## config.mk

```make
export PLATFORM = sky130hd
export DESIGN_NAME = ov2640_init_seq
export DESIGN_NICKNAME = d
export VERILOG_FILES = /design/src/rtl/ov2640_pkg.sv /design/src/rtl/delay_counter.sv /design/src/rtl/ov2640_init_seq.sv
export SDC_FILE = /design/constraint.sdc
export NUM_CORES = 1
export LEC_CHECK = 0
export ABC_AREA = 0
export CAP_MARGIN = 20
export CORE_MARGIN = 3
export CORE_UTILIZATION = 53
export CTS_CLUSTER_DIAMETER = 50
export DETAILED_ROUTE_END_ITERATION = 7
export HOLD_SLACK_MARGIN = 0.03
export PLACE_DENSITY = 0.79
export REMOVE_ABC_BUFFERS = 1
export SYNTH_ARGS = -nofsm -noshare
export SYNTH_HDL_FRONTEND = slang
export SYNTH_SLANG_ARGS = --single-unit
```

## constraint.sdc

```tcl
create_clock -name clk -period 2.3 [get_ports clk]
set_input_delay 0.345 -clock clk [delete_from_list [all_inputs] [get_ports clk]]
set_output_delay 0.345 -clock clk [all_outputs]
set_load 0.02 [all_outputs]
```

## src/rtl/ov2640_pkg.sv

```systemverilog
// Shared OV2640 bring-up types and constants: sequencer states, ROM sizing
// and the registers the init sequence depends on.
package ov2640_pkg;

  typedef enum logic [3:0] {
    ST_IDLE,
    ST_FETCH,
    ST_FETCH_WAIT,
    ST_ISSUE,
    ST_WAIT_DONE,
    ST_DELAY,
    ST_NEXT,
    ST_DONE,
    ST_ERROR
  } seq_state_e;

  localparam int unsigned OV_NUM_REGS  = 197;
  localparam int unsigned OV_DELAY_IDX = 1;

  localparam logic [7:0] OV_REG_BANK_SEL = 8'hFF;
  localparam logic [7:0] OV_REG_COM7     = 8'h12;
  localparam logic [7:0] OV_COM7_SRST    = 8'h80;

endpackage

```

## src/rtl/delay_counter.sv

```systemverilog
// One-shot cycle timer: load starts a run of exactly CYCLES cycles, expire_o
// is high on the last one. Shared by soft-reset, power-up and PWDN timing.
module delay_counter #(
  parameter int unsigned CYCLES = 25000
) (
  input  logic clk,
  input  logic rst_n,
  input  logic load_i,
  output logic expire_o
);

  localparam int unsigned CW = (CYCLES > 1) ? $clog2(CYCLES) : 1;
  localparam logic [CW-1:0] LAST = CW'(CYCLES - 1);

  logic [CW-1:0] cnt_q;
  logic          run_q;

  always_ff @(posedge clk or negedge rst_n) begin
    if (!rst_n) begin
      cnt_q <= '0;
      run_q <= 1'b0;
    end else if (load_i) begin
      cnt_q <= '0;
      run_q <= 1'b1;
    end else if (run_q) begin
      if (cnt_q == LAST) run_q <= 1'b0;
      else               cnt_q <= cnt_q + CW'(1);
    end
  end

  assign expire_o = run_q && (cnt_q == LAST);

endmodule

```

## src/rtl/ov2640_init_seq.sv

```systemverilog
// Walks the OV2640 register ROM, handing each {reg, value} pair to the SCCB
// write master, with the COM7 soft-reset delay and bounded NACK retries.
module ov2640_init_seq
  import ov2640_pkg::*;
#(
  parameter int unsigned NUM_REGS     = OV_NUM_REGS,
  parameter int unsigned DELAY_IDX    = OV_DELAY_IDX,
  parameter int unsigned DELAY_CYCLES = 25000,
  parameter int unsigned MAX_RETRY    = 3
) (
  input  logic       clk,
  input  logic       rst_n,
  input  logic       start,
  output logic [7:0] rom_addr,
  input  logic [7:0] rom_reg_addr,
  input  logic [7:0] rom_value,
  output logic       wr_valid,
  output logic [7:0] wr_reg,
  output logic [7:0] wr_data,
  input  logic       wr_ready,
  input  logic       wr_done,
  input  logic       wr_nack,
  output logic       busy,
  output logic       done,
  output logic       error,
  output logic [7:0] err_idx
);

  if (NUM_REGS < 1 || NUM_REGS > 256) begin : g_bad_num_regs
    $error("ov2640_init_seq: NUM_REGS must be 1..256");
  end
  if (DELAY_IDX >= NUM_REGS || MAX_RETRY < 1) begin : g_bad_cfg
    $error("ov2640_init_seq: DELAY_IDX must index the ROM and MAX_RETRY >= 1");
  end

  localparam int unsigned RW = (MAX_RETRY > 1) ? $clog2(MAX_RETRY) : 1;
  localparam logic [7:0]    LAST_IDX   = 8'(NUM_REGS - 1);
  localparam logic [7:0]    DLY_IDX    = 8'(DELAY_IDX);
  localparam logic [RW-1:0] RETRY_LAST = RW'(MAX_RETRY - 1);

  seq_state_e    state_q;
  logic [7:0]    idx_q, rom_addr_q, wr_reg_q, wr_data_q, err_idx_q;
  logic [RW-1:0] retry_q;
  logic          wr_valid_q, busy_q, done_q, error_q;
  logic          dly_load, dly_expire;

  assign dly_load = (state_q == ST_WAIT_DONE) && wr_done && !wr_nack && (idx_q == DLY_IDX);

  delay_counter #(.CYCLES(DELAY_CYCLES)) u_dly (
    .clk      (clk),
    .rst_n    (rst_n),
    .load_i   (dly_load),
    .expire_o (dly_expire)
  );

  // rom_addr is loaded as FETCH is entered so the ROM's registered output is
  // already settled during FETCH_WAIT and can be captured on entry to ISSUE.
  always_ff @(posedge clk or negedge rst_n) begin
    if (!rst_n) begin
      state_q    <= ST_IDLE;
      idx_q      <= '0;
      rom_addr_q <= '0;
      wr_reg_q   <= '0;
      wr_data_q  <= '0;
      wr_valid_q <= 1'b0;
      retry_q    <= '0;
      busy_q     <= 1'b0;
      done_q     <= 1'b0;
      error_q    <= 1'b0;
      err_idx_q  <= '0;
    end else begin
      case (state_q)
        ST_IDLE, ST_DONE, ST_ERROR: begin
          if (start) begin
            state_q    <= ST_FETCH;
            busy_q     <= 1'b1;
            done_q     <= 1'b0;
            error_q    <= 1'b0;
            err_idx_q  <= '0;
            idx_q      <= '0;
            rom_addr_q <= '0;
            retry_q    <= '0;
          end
        end
        ST_FETCH: begin
          rom_addr_q <= idx_q;
          state_q    <= ST_FETCH_WAIT;
        end
        ST_FETCH_WAIT: begin
          wr_reg_q   <= rom_reg_addr;
          wr_data_q  <= rom_value;
          wr_valid_q <= 1'b1;
          state_q    <= ST_ISSUE;
        end
        ST_ISSUE: begin
          if (wr_ready) begin
            wr_valid_q <= 1'b0;
            state_q    <= ST_WAIT_DONE;
          end
        end
        ST_WAIT_DONE: begin
          if (wr_done) begin
            if (!wr_nack) begin
              retry_q <= '0;
              state_q <= (idx_q == DLY_IDX) ? ST_DELAY : ST_NEXT;
            end else if (retry_q == RETRY_LAST) begin
              err_idx_q <= idx_q;
              error_q   <= 1'b1;
              busy_q    <= 1'b0;
              state_q   <= ST_ERROR;
            end else begin
              // retry replays the captured pair without refetching the ROM
              retry_q    <= retry_q + RW'(1);
              wr_valid_q <= 1'b1;
              state_q    <= ST_ISSUE;
            end
          end
        end
        ST_DELAY: begin
          if (dly_expire) state_q <= ST_NEXT;
        end
        ST_NEXT: begin
          if (idx_q == LAST_IDX) begin
            done_q  <= 1'b1;
            busy_q  <= 1'b0;
            state_q <= ST_DONE;
          end else begin
            idx_q      <= idx_q + 8'd1;
            rom_addr_q <= idx_q + 8'd1;
            state_q    <= ST_FETCH;
          end
        end
        default: state_q <= ST_IDLE;
      endcase
    end
  end

  assign rom_addr = rom_addr_q;
  assign wr_valid = wr_valid_q;
  assign wr_reg   = wr_reg_q;
  assign wr_data  = wr_data_q;
  assign busy     = busy_q;
  assign done     = done_q;
  assign error    = error_q;
  assign err_idx  = err_idx_q;

endmodule

```

==> results of run 1 <==
==> critical path: cells and delay by family, from the launching register on <==
kind             cells  cell delay, ns
flip-flops           1            0.59
AND/OR/NAND/NOR      1            0.40
AO/OA/AOI/OAI        3            1.01
==> cells in the final DEF, fill, tap and decap left out, types with 9 or more instances in the layout <==
cell             instances
dfrtp_1                 66
clkdlybuf4s50_1         56
nor2_1                  31
nand2_1                 19
mux2_2                  16
buf_4                   16
o21ai_0                 15
inv_1                   12
xnor2_1                 10
a21oi_1                 10
clkbuf_8                 9
==> cell type report <==
cell class	instances	area, µm²
clock buffer	9	124
clock inverter	7	125
fill	474	1910
inverter	12	45.0
multi-input combinational	238	1720
sequential	66	1650
tap	77	96.3
timing repair buffer	75	716
==> cell usage after synthesis (3+ instances only) <==
cell type  count  area [µm²]
a21o_1         4        30.0
a21oi_1       10        50.1
a221o_1        4        40.0
a22o_1         8        70.1
a31oi_1        7        43.8
and3_1         5        31.3
buf_2         10        50.1
buf_4          3        22.5
clkbuf_1       5        18.8
dfrtp_1       66        1650
ha_1           5        62.6
inv_1         12        45.0
mux2_2        16         180
nand2_1       19        71.3
nand2b_1       4        25.0
nand3_1        8        40.0
nand3b_1       3        22.5
nand4_1        6        37.5
nor2_1        31         116
nor3_1         7        35.0
nor4_1         6        37.5
o21ai_0       15        75.1
o2bb2ai_1      3        26.3
o31ai_1        6        45.0
or3_1          3        18.8
xnor2_1       10        87.6
==> stage by stage <==
stage	util (%)	setup WS (ns)	cells	instance area, µm²
after floorplan	-	0.362	316	3410
after global placement	66.0	0.225	467	4210
after detailed placement	66.0	0.195	467	4210
after CTS	70.0	0.211	484	4470
after global routing	70.0	0.0870	484	4470
final	70.0	0.186	484	4470
==> power by group <==
part / leakage, nW / switching [mW] / total (mW) / internal, mW
clock network: 0.124 / 0.484 / 1.21 / 0.729
registers: 0.847 / 0.319 / 1.79 / 1.47
logic: 0.943 / 1.10 / 2.18 / 1.08
total: 1.91 / 1.90 / 5.18 / 3.28
==> routing by layer <==
layer	vias up	wire [µm]	global-route usage (%)
met4	0	137	8.93
li1	1384	-	-
met5	-	0	0
met3	15	487	5.39
met2	99	4150	37.1
met1	1451	3630	30.2
==> how the worst max path moves through the flow <==
stage                                 from                         end  slack (ns)  depth (start not counted)
CTS                 state_q[1]$_DFFE_PN0P_      err_idx[3]$_DFFE_PN0P_        0.21                          4
floorplan           state_q[2]$_DFFE_PN0P_  u_dly.cnt_q[2]$_DFFE_PN0P_        0.36                          4
global route        state_q[1]$_DFFE_PN0P_      err_idx[3]$_DFFE_PN0P_        0.09                          4
finish              state_q[1]$_DFFE_PN0P_      err_idx[3]$_DFFE_PN0P_        0.19                          4
global placement                     start     rom_addr[5]$_DFFE_PN0P_        0.22                          5
detailed placement                   start     rom_addr[4]$_DFFE_PN0P_        0.19                          5
==> logic make-up after synthesis <==
| group | Yosys count | synth area share [%] |
|---|---|---|
| simple gates | 123 | 21.4 |
| mux | 18 | 5.73 |
| flops | 66 | 47.0 |
| fa+ha+maj | 5 | 1.78 |
| buf+inv | 31 | 4.20 |
| xor+xnor | 12 | 2.99 |
| compound gates | 80 | 16.9 |
==> timing repair <==
item	CTS	global route
endpoints found under the setup margin	0	0
hold buffers	1	0
hold endpoints to repair	31	0
resized for setup	0	0
==> flow_metrics.env, run 1 <==
export IMPL_dieArea_mm2=0.00764
export IMPL_synth_distinct_cells=69
export IMPL_viasPerCell=6.09
export IMPL_antenna_cells=0
export IMPL_start_util_pct=55.0
export IMPL_tns_ns=0
export IMPL_ys_ff_latch=66
export IMPL_drt_pass1_iterations=7
export IMPL_avgRoutedWirePerCell_um=17.4
export IMPL_initialDrtViolationCount=247
export IMPL_max_freq_ghz=0.473
export IMPL_maxSlewViolCount=0
export IMPL_required_ns=2.53
export IMPL_gp_congestion=0.910
export IMPL_rr_worst_depth=4
export IMPL_area_growth_pct=27.3
export IMPL_crit_path_end_kind="flip-flop"
export IMPL_ant_nets=0
export IMPL_min_to="error$_DFFE_PN0P_"
export IMPL_drc_errors=0
export IMPL_cts_tree="yes"
export IMPL_synth_edf_count=0
export IMPL_syn_avg_cell_area_um2=10.5
export IMPL_worstPathArrival_ns=2.34
export IMPL_ys_flop_type="dfrtp_1"
export IMPL_grt_ovfl_total=0
export IMPL_clkTransAtPathRegs_ns=0.07
export IMPL_coreArea_mm2=0.00639
export IMPL_fin_crit_ns=2.11
export IMPL_largest_register="u_dly.cnt_q"
export IMPL_cts_sink_count=66
export IMPL_ir_drop_v=0.000902
export IMPL_min_path_cells=1
export IMPL_slowest_stage="dfrtp_1"
export IMPL_clk_latency_ns=0.35
export IMPL_cap_viol_max_count=0
export IMPL_drive_gt1_share_pct=16.7
export IMPL_async_flop_share_pct=100
export IMPL_yosysWarningCount=0
export IMPL_grt_usage_pct=23.1
export IMPL_crit_path_start_kind="flip-flop"
export IMPL_synth_cells=335
export IMPL_clock_skew_final_ns=0.0133
export IMPL_setup_viol=0
export IMPL_timing_reg2reg_setup_slack_ns=0.19
export IMPL_synth_seq_area_share_pct=47.0
export IMPL_p_leak_nw=1.91
export IMPL_cts_setup_buffers=0
export IMPL_rsz0062_at_grt="no"
export IMPL_place_detailed_hpwl_um=5770
export IMPL_timing_final_crit_share_pct=91.9
export IMPL_hold_viol=0
export IMPL_worst_pin_slew_ns=0.634
export IMPL_reg2reg_from="state_q[1]$_DFFE_PN0P_"
export IMPL_hp_class="reg2reg"
export IMPL_io_pins=58
export IMPL_fp_dieH_um=87.4
export IMPL_grt_max_degree=67
export IMPL_dr_total_vias=2949
export IMPL_largest_reg_flops=15
export IMPL_slew_headroom_pct=57.5
export IMPL_die_width_um=87.4
export IMPL_finalPower_mw=5.18
export IMPL_reg2reg_to="err_idx[3]$_DFFE_PN0P_"
export IMPL_grt_antenna_before_repair=0
export IMPL_status="finished clean"
export IMPL_nets=429
export IMPL_max_stage_delay_ns=0.59
export IMPL_clk_path_buf_depth=2
export IMPL_clock_root_buffer="clkbuf_8"
export IMPL_crit_chain="nor2_1 > a21boi_0 > o21ai_1 > a22o_1"
export IMPL_grt_pass1_vias=2827
export IMPL_hold_start="error$_DFFE_PN0P_"
export IMPL_crit_type="reg2reg"
export IMPL_port_buffers=57
export IMPL_routed_wl_um=8410
export IMPL_cts_max_level=3
export IMPL_syn_area_mm2=0.00351
export IMPL_powerDensity_mw_per_mm2=1160
export IMPL_whs_ns=0.486
export IMPL_rows=29
export IMPL_cts_made_buffers=9
export IMPL_grt_first_pass_wirelength_um=13700
export IMPL_cp_max_fo=16
(Power assumes the default switching activity.)
==> run 2, diff against run 1 <==
--- a/config.mk
+++ b/config.mk
@@ -17,3 +17,4 @@
 export SYNTH_ARGS = -nofsm -noshare
 export SYNTH_HDL_FRONTEND = slang
 export SYNTH_SLANG_ARGS = --single-unit
+export TNS_END_PERCENT = 30
==> results of run 2 <==
No change in the layout: final DEF, timing and power equal those of run 1.
